<file path="config.mk">
export PLATFORM = sky130hd
export DESIGN_NAME = isp8_flags_wb_flat
export DESIGN_NICKNAME = d
export VERILOG_FILES = /design/src/rtl/isp8_flags_wb_if.sv /design/src/rtl/isp8_flags_wb.sv /design/src/flat_wrapper.sv
export SDC_FILE = /design/constraint.sdc
export NUM_CORES = 1
export LEC_CHECK = 0
export ABC_AREA = 0
export CAP_MARGIN = 5
export CORE_MARGIN = 3
export CORE_UTILIZATION = 40
export DETAILED_ROUTE_END_ITERATION = 12
export HOLD_SLACK_MARGIN = 0.1
export PLACE_DENSITY = 0.73
export SKIP_LAST_GASP = 1
export SLEW_MARGIN = 40
export SYNTH_ARGS = -nofsm -noshare
export SYNTH_HDL_FRONTEND = slang
export SYNTH_SLANG_ARGS = --single-unit
</file>
<file path="constraint.sdc">
create_clock -name clk -period 1.6 [get_ports clk]
set_input_delay 0.32 -clock clk [delete_from_list [all_inputs] [get_ports clk]]
set_output_delay 0.32 -clock clk [all_outputs]
set_load 0.01 [all_outputs]
</file>
<file path="src/rtl/isp8_flags_wb_if.sv">
// Execute-side bus between the ISP8 sequencer/ALU and the flag/write-back stage.
// The master drives the execute-cycle controls; the slave returns flags,
// the branch predicate and the register-file write port.
interface isp8_flags_wb_if #(
  parameter int unsigned REG_ADDR_WIDTH = 5
);
  logic                      exe_valid;
  logic [7:0]                dout_alu;
  logic                      cout_alu;
  logic                      flag_upd;
  logic                      set_c;
  logic                      clr_c;
  logic                      set_z;
  logic                      clr_z;
  logic                      wr_rd;
  logic [REG_ADDR_WIDTH-1:0] rd_addr;
  logic                      int_push;
  logic                      reti;
  logic [1:0]                cond;

  logic                      carry_flag;
  logic                      zero_flag;
  logic                      cond_true;
  logic                      rf_we;
  logic [REG_ADDR_WIDTH-1:0] rf_waddr;
  logic [7:0]                rf_wdata;
  logic                      stk_err;

  modport master (
    output exe_valid, dout_alu, cout_alu, flag_upd, set_c, clr_c, set_z, clr_z,
           wr_rd, rd_addr, int_push, reti, cond,
    input  carry_flag, zero_flag, cond_true, rf_we, rf_waddr, rf_wdata, stk_err
  );

  modport slave (
    input  exe_valid, dout_alu, cout_alu, flag_upd, set_c, clr_c, set_z, clr_z,
           wr_rd, rd_addr, int_push, reti, cond,
    output carry_flag, zero_flag, cond_true, rf_we, rf_waddr, rf_wdata, stk_err
  );
endinterface

</file>
<file path="src/rtl/isp8_flags_wb.sv">
// ISP8 execute-result consumer: C/Z flag register, one-cycle register-file
// write-back, interrupt flag shadow stack and branch predicate.
module isp8_flags_wb #(
  parameter int unsigned REG_ADDR_WIDTH   = 5,
  parameter int unsigned FLAG_STACK_DEPTH = 4
) (
  input logic             clk,
  input logic             rst_n,
  isp8_flags_wb_if.slave  bus
);

  localparam int unsigned    SpW    = $clog2(FLAG_STACK_DEPTH + 1);
  localparam logic [SpW-1:0] SpFull = SpW'(FLAG_STACK_DEPTH);

  logic                      c_q, c_d, z_q, z_d;
  logic                      c_exe, z_exe;
  logic [SpW-1:0]            sp_q, sp_d;
  logic                      err_q, err_d;
  logic [1:0]                stk_q [FLAG_STACK_DEPTH];
  logic [1:0]                stk_d [FLAG_STACK_DEPTH];
  logic [1:0]                pop_val;
  logic                      we_q;
  logic [REG_ADDR_WIDTH-1:0] waddr_q;
  logic [7:0]                wdata_q;

  // Flag next-state from the execute cycle alone; explicit set/clr beat the ALU, clr beats set.
  always_comb begin
    c_exe = c_q;
    z_exe = z_q;
    if (bus.exe_valid) begin
      if (bus.flag_upd) begin
        c_exe = bus.cout_alu;
        z_exe = (bus.dout_alu == 8'h00);
      end
      if (bus.set_c) c_exe = 1'b1;
      if (bus.clr_c) c_exe = 1'b0;
      if (bus.set_z) z_exe = 1'b1;
      if (bus.clr_z) z_exe = 1'b0;
    end
  end

  // Shadow stack control; reti has priority over push and over the execute flag update.
  always_comb begin
    c_d     = c_exe;
    z_d     = z_exe;
    sp_d    = sp_q;
    err_d   = err_q;
    stk_d   = stk_q;
    pop_val = 2'b00;
    for (int i = 0; i < int'(FLAG_STACK_DEPTH); i++) begin
      if (sp_q == SpW'(i + 1)) pop_val = stk_q[i];
    end
    if (bus.reti) begin
      if (bus.int_push) err_d = 1'b1;
      if (sp_q != '0) begin
        sp_d       = sp_q - SpW'(1);
        {c_d, z_d} = pop_val;
      end else begin
        c_d   = c_q;
        z_d   = z_q;
        err_d = 1'b1;
      end
    end else if (bus.int_push) begin
      if (sp_q != SpFull) begin
        for (int i = 0; i < int'(FLAG_STACK_DEPTH); i++) begin
          if (sp_q == SpW'(i)) stk_d[i] = {c_exe, z_exe};
        end
        sp_d = sp_q + SpW'(1);
      end else begin
        err_d = 1'b1;
      end
    end
  end

  // Flag, stack and error state.
  always_ff @(posedge clk or negedge rst_n) begin
    if (!rst_n) begin
      c_q   <= 1'b0;
      z_q   <= 1'b0;
      sp_q  <= '0;
      err_q <= 1'b0;
      for (int i = 0; i < int'(FLAG_STACK_DEPTH); i++) stk_q[i] <= 2'b00;
    end else begin
      c_q   <= c_d;
      z_q   <= z_d;
      sp_q  <= sp_d;
      err_q <= err_d;
      stk_q <= stk_d;
    end
  end

  // Write-back register; address/data only load on an actual write.
  always_ff @(posedge clk or negedge rst_n) begin
    if (!rst_n) begin
      we_q    <= 1'b0;
      waddr_q <= '0;
      wdata_q <= 8'h00;
    end else begin
      we_q <= bus.exe_valid & bus.wr_rd;
      if (bus.exe_valid & bus.wr_rd) begin
        waddr_q <= bus.rd_addr;
        wdata_q <= bus.dout_alu;
      end
    end
  end

  // Branch predicate from the registered flags.
  always_comb begin
    case (bus.cond)
      2'b00:   bus.cond_true = z_q;
      2'b01:   bus.cond_true = ~z_q;
      2'b10:   bus.cond_true = c_q;
      default: bus.cond_true = ~c_q;
    endcase
  end

  assign bus.carry_flag = c_q;
  assign bus.zero_flag  = z_q;
  assign bus.rf_we      = we_q;
  assign bus.rf_waddr   = waddr_q;
  assign bus.rf_wdata   = wdata_q;
  assign bus.stk_err    = err_q;

endmodule

</file>
<file path="src/flat_wrapper.sv">
// flat-port wrapper written by rule: the top's interface ports become plain ports
module isp8_flags_wb_flat 
#(
  parameter int unsigned REG_ADDR_WIDTH   = 5,
  parameter int unsigned FLAG_STACK_DEPTH = 4
)
  (clk, rst_n, bus_exe_valid, bus_dout_alu, bus_cout_alu, bus_flag_upd, bus_set_c, bus_clr_c, bus_set_z, bus_clr_z, bus_wr_rd, bus_rd_addr, bus_int_push, bus_reti, bus_cond, bus_carry_flag, bus_zero_flag, bus_cond_true, bus_rf_we, bus_rf_waddr, bus_rf_wdata, bus_stk_err);
  isp8_flags_wb_if #(.REG_ADDR_WIDTH(REG_ADDR_WIDTH)) bus_i ();
  input logic clk;
  input logic rst_n;
  input wire logic [$bits(bus_i.exe_valid)-1:0] bus_exe_valid;
  input wire logic [$bits(bus_i.dout_alu)-1:0] bus_dout_alu;
  input wire logic [$bits(bus_i.cout_alu)-1:0] bus_cout_alu;
  input wire logic [$bits(bus_i.flag_upd)-1:0] bus_flag_upd;
  input wire logic [$bits(bus_i.set_c)-1:0] bus_set_c;
  input wire logic [$bits(bus_i.clr_c)-1:0] bus_clr_c;
  input wire logic [$bits(bus_i.set_z)-1:0] bus_set_z;
  input wire logic [$bits(bus_i.clr_z)-1:0] bus_clr_z;
  input wire logic [$bits(bus_i.wr_rd)-1:0] bus_wr_rd;
  input wire logic [$bits(bus_i.rd_addr)-1:0] bus_rd_addr;
  input wire logic [$bits(bus_i.int_push)-1:0] bus_int_push;
  input wire logic [$bits(bus_i.reti)-1:0] bus_reti;
  input wire logic [$bits(bus_i.cond)-1:0] bus_cond;
  output wire logic [$bits(bus_i.carry_flag)-1:0] bus_carry_flag;
  output wire logic [$bits(bus_i.zero_flag)-1:0] bus_zero_flag;
  output wire logic [$bits(bus_i.cond_true)-1:0] bus_cond_true;
  output wire logic [$bits(bus_i.rf_we)-1:0] bus_rf_we;
  output wire logic [$bits(bus_i.rf_waddr)-1:0] bus_rf_waddr;
  output wire logic [$bits(bus_i.rf_wdata)-1:0] bus_rf_wdata;
  output wire logic [$bits(bus_i.stk_err)-1:0] bus_stk_err;
  assign bus_i.exe_valid = bus_exe_valid;
  assign bus_i.dout_alu = bus_dout_alu;
  assign bus_i.cout_alu = bus_cout_alu;
  assign bus_i.flag_upd = bus_flag_upd;
  assign bus_i.set_c = bus_set_c;
  assign bus_i.clr_c = bus_clr_c;
  assign bus_i.set_z = bus_set_z;
  assign bus_i.clr_z = bus_clr_z;
  assign bus_i.wr_rd = bus_wr_rd;
  assign bus_i.rd_addr = bus_rd_addr;
  assign bus_i.int_push = bus_int_push;
  assign bus_i.reti = bus_reti;
  assign bus_i.cond = bus_cond;
  assign bus_carry_flag = bus_i.carry_flag;
  assign bus_zero_flag = bus_i.zero_flag;
  assign bus_cond_true = bus_i.cond_true;
  assign bus_rf_we = bus_i.rf_we;
  assign bus_rf_waddr = bus_i.rf_waddr;
  assign bus_rf_wdata = bus_i.rf_wdata;
  assign bus_stk_err = bus_i.stk_err;
  isp8_flags_wb #(.REG_ADDR_WIDTH(REG_ADDR_WIDTH), .FLAG_STACK_DEPTH(FLAG_STACK_DEPTH)) u_core (.clk(clk), .rst_n(rst_n), .bus(bus_i));
endmodule
</file>
==> impl_metrics.py, run 1 <==
metrics = {
    "run": {
        "maxCapViolCount": 0,
    },
    "sta": {
        "final.setup_skew_ns": 0.00950,
        "setup_viol": 2,
        "grt_setup_unrepaired": "true",
        "fin_crit_ns": 1.68,
        "timing.final.crit_share_pct": 105,
        "drv_slew": 0,
        "maxSlewHeadroom_pct": 76.4,
        "tightest_slew_ns": 0.353,
        "holdWs_ns": 0.342,
        "fmax_mhz": 597,
        "finalWorstSetupSlack_ns": -0.0762,
        "timing.final.hold_violations": 0,
    },
    "die": {
        "die_h_um": 65.5,
        "start_util_pct": 44.2,
        "core-area_um2": 3200,
        "dieArea_um2": 4290,
        "die_w_um": 65.5,
        "boundaryPins": 45,
        "rows": 20,
    },
    "finish": {
        "final_util_pct": 69.1,
        "syn_to_final_growth_pct": 56.5,
        "finalNetCount": 226,
        "fill_cells": 254,
        "final_common_cell": "clkdlybuf4s50_1",
        "drive_gt1_share_pct": 33.0,
        "final_cell_mix": "clkdlybuf4s50_1, dfrtp_1, buf_4, mux2_2, nand2_1",
        "design_area_um2": 2210,
        "diodes": 0,
    },
    "synth": {
        "synthDistinctLibCells": 28,
        "synth_nets": 155,
        "syn_area_per_cell_um2": 11.6,
        "ys_ff_latch": 28,
        "syn_area_um2": 1420,
        "synth_enable_flop_cells": 0,
        "synthCells": 122,
        "yosys_warnings": 0,
        "synthFlopType": "dfrtp_1",
        "ys_seq_area_share_pct": 49.5,
        "async_flop_share_pct": 100,
    },
    "clock_tree": {
        "cts_tree": "done",
        "cts_root_buf": "clkbuf_4",
        "clk_path_buf_depth": 2,
        "path_clk_slew_ns": 0.15,
        "clkLatencyLatePin_ns": 0.34,
        "cts_max_level": 1,
        "clock_sinks": 28,
        "cts-buffers-inserted": 3,
    },
    "route": {
        "firstDrtPassIters": 4,
        "wirelength_um": 3680,
        "vias": 1187,
        "first_iter_violations": 30,
        "ant_nets": 0,
        "via_per_inst": 5.05,
        "route.detailed.drc": 0,
        "drt-wirelength-per-cell_um": 15.6,
    },
    "global_route": {
        "antenna_found_initial": 0,
        "grt_first_pass_wirelength_um": 6070,
        "gr-total-overflow": 0,
        "grt.total_usage_pct": 18.6,
        "grt_pass1_vias": 1261,
        "grt_max_degree": 29,
    },
    "worst_setup_path": {
        "worst-path-buf-inv": 0,
        "worstPathCellList": "ha_2 > ha_4 > a22o_1 > a31oi_1 > a221oi_1 > a211o_2",
        "cp-start-kind": "register",
        "cp_data_required_time_ns": 1.85,
        "arrival_ns": 1.92,
        "crit_path_max_incr_delay_ns": 0.44,
        "crit_path_start": "u_core.sp_q[0]",
        "r2r-start": "u_core.sp_q[0]",
        "end_kind": "register",
        "cp_slowest_cell": "dfrtp_1",
        "cp_max_fo": 4,
        "critical_path.top_delay_family": "compound AO/OA/AOI/OAI gates",
        "path_class": "reg -> reg",
    },
    "outcome": {
        "violations": "setup timing",
        "status": "finished, violations left",
    },
    "pwr": {
        "p_total_w": 0.00295,
        "p_sw_w": 0.00104,
        "p_int_w": 0.00191,
        "power.leakage_nw": 1.05,
        "p_seq_share_pct": 34.8,
        "combPwrFrac_pct": 55.1,
        "ir_drop_uv": 690,
        "clockPowerShare_pct": 10.0,
        "powerDensity_nw_per_um2": 1330,
        "switching_share_pct": 35.2,
    },
    "placed_design": {
        "io_buffers": 44,
        "hpwl_um": 2730,
        "place_area_um2": 2060,
        "dp_slack_ns": -0.424,
        "place_congestion": 0.870,
    },
    "min_path": {
        "hp-class": "in -> async",
    },
}
## cells by family (layout without fill, tap and decap cells)
family	after synthesis	in the layout	share of synthesized area, %
AND/OR/NAND/NOR	29	29	10.7
adder cells (fa/ha/maj)	6	6	5.30
flip-flops	28	28	49.5
AO/OA/AOI/OAI	25	25	12.5
buffers and inverters	9	78	2.65
XOR/XNOR	2	2	1.24
multiplexers	23	23	18.1
## power groups by stage
| stage | clock network, W | logic [W] | registers [W] |
|---|---|---|---|
| after global placement | 0 | 0.00128 | 0.00103 |
| after CTS | 0.000308 | 0.00137 | 0.00102 |
| after floorplan | 0 | 0.000675 | 0.00108 |
| final | 0.000296 | 0.00163 | 0.00103 |
| after global routing | 0.000331 | 0.00176 | 0.00105 |
| after detailed placement | 0 | 0.00133 | 0.00104 |
## worst paths after layout
check,to,cells after the start,slack [ns]
setup / recovery,u_core.bus.zero_flag,6,-0.08
hold / removal,u_core.stk_q[5],2,0.34
setup reg to reg,u_core.bus.zero_flag,6,-0.08
hold reg to reg,u_core.bus.stk_err,2,0.49
max in group asynchronous,u_core.bus.rf_wdata[6],2,0.99
min in group clk,u_core.bus.stk_err,2,0.49
## registers in the layout (all words and copies together), names as in the netlist
signal	count
u_core.stk_q	8
u_core.sp_q	3
u_core.bus.zero_flag	1
u_core.bus.rf_wdata	8
u_core.bus.carry_flag	1
u_core.bus.rf_we	1
u_core.bus.stk_err	1
u_core.bus.rf_waddr	5
## metrics by stage
stage	instances	TNS (ns)
after floorplan	122	-0.00253
after global placement	226	-2.00
after detailed placement	226	-2.31
after CTS	230	-0.0764
after global routing	235	-0.344
final	235	-0.120
## metal layers
layer	up-vias	GRT usage, %	wire (µm)
met3	5	3.42	148
met1	581	23.0	1590
met2	27	31.9	1880
met5	-	0	0
li1	574	-	-
met4	0	7.25	57
## cell usage after synthesis, drive strengths merged, types with 2 or more instances
master	n	share of area, %
and3	2	0.88
xnor2	2	1.2
inv	6	1.6
nand2	10	2.7
nand2b	3	1.3
a31oi	2	0.88
a221oi	2	1.2
nand4b	2	1.2
o21ai	3	1.1
buf	3	1.1
mux2	21	17
dfrtp	28	50
nor2	8	2.1
a21oi	8	2.8
a22o	2	1.2
mux2i	2	1.4
a21o	2	1.1
nor2b	2	0.88
ha	6	5.3
## final cells by class
type	instances	area (µm²)	share of cell area, %
tap	44	55.1	2.49
clock buffer	3	22.5	1.02
sequential	28	701	31.6
multi-input combinational	85	747	33.7
timing repair buffer	69	667	30.1
inverter	6	22.5	1.02
## repair_timing
item                                    4_1_cts  5_1_grt
pin swaps                                     6       10
endpoints found under the setup margin        6       15
resized for setup                            10       22
hold buffers                                  0        0
setup buffers                                 1        5
gates cloned                                  0        0
Power figures use the tool's default switching activity.
==> run 2, diff against run 1 <==
--- a/config.mk
+++ b/config.mk
@@ -9,11 +9,12 @@
 export CAP_MARGIN = 5
 export CORE_MARGIN = 3
 export CORE_UTILIZATION = 40
+export CTS_BUF_LIST = sky130_fd_sc_hd__clkbuf_2
 export DETAILED_ROUTE_END_ITERATION = 12
 export HOLD_SLACK_MARGIN = 0.1
 export PLACE_DENSITY = 0.73
 export SKIP_LAST_GASP = 1
-export SLEW_MARGIN = 40
+export SLEW_MARGIN = 10
 export SYNTH_ARGS = -nofsm -noshare
 export SYNTH_HDL_FRONTEND = slang
 export SYNTH_SLANG_ARGS = --single-unit
==> run 2 against run 1 <==
  * The run still ends with setup timing left
  * Sequential power barely moved
  * Sequential share of layout area up 1.1 points
  * Worst hold slack got worse by 0.055 ns
  * Via count rose by 2.2%
  * Register-to-register slack barely moved
  * Critical path depth did not move
  * Utilization shrank 2.4 points
  * Cell area decreased by 3.5%
  * Maximum frequency about the same
  * Critical path type unchanged
  * Critical endpoint unchanged
  * Largest cell class unchanged
  * Largest power group unchanged
==> impl_metrics.py, run 2 (synthesis gave the netlist of run 1 again) <==
metrics = {
    "finish": {
        "diodes": 0,
        "multi_input_area_um2": 743,
        "regArea_um2": 701,
        "syn_to_final_growth_pct": 51.0,
        "stdcell_count": 233,
        "finalNetCount": 224,
        "final_common_cell": "dfrtp_1",
        "final_util_pct": 66.7,
        "fill_cells": 278,
        "drive_gt1_share_pct": 30.7,
        "final_cell_mix": "dfrtp_1, clkdlybuf4s50_1, buf_4, mux2_2, dlygate4sd2_1",
    },
    "worst_setup_path": {
        "critical_path.top_delay_family": "compound AO/OA/AOI/OAI gates",
        "cp_data_required_time_ns": 1.90,
        "r2r_end": "u_core.bus.zero_flag",
        "end_kind": "register",
        "worstPathCellList": "ha_2 > ha_4 > a22o_1 > a31oi_1 > a221oi_1 > a211o_2",
        "cp-start-kind": "register",
        "worst-path-buf-inv": 0,
        "cp_slowest_cell": "dfrtp_1",
        "rr_worst_depth": 6,
        "arrival_ns": 1.97,
        "cp_max_fo": 4,
        "r2r-start": "u_core.sp_q[1]",
        "r2r_setup_slack_ns": -0.07,
        "crit_path_max_incr_delay_ns": 0.47,
        "path_class": "reg -> reg",
    },
    "global_route": {
        "grt_pass1_vias": 1263,
        "gr-total-overflow": 0,
        "grt.total_usage_pct": 18.2,
        "antenna_found_initial": 0,
        "grt_first_pass_wirelength_um": 6080,
        "grt_max_degree": 29,
    },
    "sta": {
        "grt_setup_unrepaired": "true",
        "final.setup_skew_ns": 0.0117,
        "tightest_slew_ns": 0.352,
        "fmax_mhz": 597,
        "finalWorstSetupSlack_ns": -0.0750,
        "holdWs_ns": 0.286,
        "fin_crit_ns": 1.67,
        "timing.final.crit_share_pct": 105,
        "timing.final.hold_violations": 0,
        "maxSlewHeadroom_pct": 76.5,
        "drv_slew": 0,
        "setup_viol": 3,
    },
    "pwr": {
        "p_sw_w": 0.000998,
        "switching_share_pct": 35.8,
        "p_int_w": 0.00179,
        "combPwrFrac_pct": 54.2,
        "p_seq_share_pct": 36.7,
        "power.leakage_nw": 0.984,
        "clockPowerShare_pct": 9.2,
        "ir_drop_uv": 673,
        "powerDensity_nw_per_um2": 1300,
    },
    "outcome": {
        "violations": "setup timing",
        "status": "finished, violations left",
    },
    "clock_tree": {
        "cts-buffers-inserted": 3,
        "clkLatencyLatePin_ns": 0.36,
        "clock_sinks": 28,
        "ctsHoldBuffers": 0,
        "path_clk_slew_ns": 0.26,
        "cts_tree": "done",
        "cts_max_level": 1,
        "clk_path_buf_depth": 2,
        "cts_root_buf": "clkbuf_2",
    },
    "route": {
        "ant_nets": 0,
        "first_iter_violations": 34,
        "firstDrtPassIters": 4,
        "drt-wirelength-per-cell_um": 15.0,
        "via_per_inst": 5.21,
        "route.detailed.drc": 0,
        "vias": 1213,
        "wirelength_um": 3500,
    },
    "die": {
        "rows": 20,
        "dieArea_um2": 4290,
        "die_w_um": 65.5,
        "die_h_um": 65.5,
        "start_util_pct": 44.2,
        "boundaryPins": 45,
        "core-area_um2": 3200,
    },
    "run": {
        "maxCapViolCount": 0,
    },
    "placed_design": {
        "io_buffers": 44,
        "place_congestion": 0.870,
        "dpl.cell_count": 226,
        "hpwl_um": 2730,
        "dp_slack_ns": -0.424,
    },
    "min_path": {
        "hp-class": "in -> async",
    },
}
## run 2: cell types whose count changed in the layout (fill, tap and decap cells not counted), moves of 2 or more
cell	delta
dlymetal6s2s_1	-8
clkbuf_4	-3
buf_6	-4
clkdlybuf4s50_1	-6
buf_4	+2
dlygate4sd2_1	+13
clkbuf_2	+4
## run 2: worst max path at each step
stage,cells after the start,endpoint,startpoint,slack (ns)
6_report,6,u_core.bus.zero_flag,u_core.sp_q[1],-0.07
5_1_grt,6,u_core.bus.zero_flag,u_core.sp_q[1],-0.15
4_1_cts,4,bus_cond_true,bus_cond[1],-0.13
3_5_place_dp,4,bus_cond_true,bus_cond[1],-0.42
3_3_place_gp,4,bus_cond_true,bus_cond[1],-0.40
2_1_floorplan,6,u_core.bus.zero_flag,u_core.sp_q[1],-0.003
## run 2: area by class of cell
class | count | area share [%]
Clock buffer | 3 | 0.703
Inverter | 6 | 1.05
Multi-Input combinational cell | 85 | 34.8
Sequential cell | 28 | 32.8
Tap cell | 44 | 2.58
Timing Repair Buffer | 67 | 28.1
## run 2: metrics by stage
| stage | setup TNS (ns) | power (W) | cell area, µm² |
|---|---|---|---|
| 2_1_floorplan | -0.00253 | 0.00175 | 1430 |
| 3_3_place_gp | -2.00 | 0.00231 | 2060 |
| 3_5_place_dp | -2.31 | 0.00237 | 2060 |
| 4_1_cts | -0.192 | 0.00266 | 2100 |
| 5_1_grt | -0.333 | 0.00299 | 2140 |
| 6_report | -0.106 | 0.00278 | 2140 |
## run 2: per-layer routing
metal | GRT usage [%] | routed length, µm | up-vias
li1 | - | - | 575
met1 | 23.2 | 1470 | 584
met2 | 31.9 | 1780 | 50
met3 | 2.91 | 209 | 4
met4 | 4.92 | 31 | 0
met5 | 0 | 0 | -
## run 2: what timing repair did
item,in CTS,in global routing
endpoints found under the setup margin,21,8
endpoints found under the hold margin,0,0
resized for setup,23,9
pin swaps,6,6
buffers inserted,2,2
## run 2: power by group through the flow
stage | Combinational [W] | Sequential, W | Clock, W
final | 0.00151 | 0.00102 | 0.000256
after global routing | 0.00165 | 0.00105 | 0.000291
after CTS | 0.00138 | 0.00102 | 0.000259
after detailed placement | 0.00133 | 0.00104 | 0
after global placement | 0.00128 | 0.00103 | 0
after floorplan | 0.000675 | 0.00108 | 0
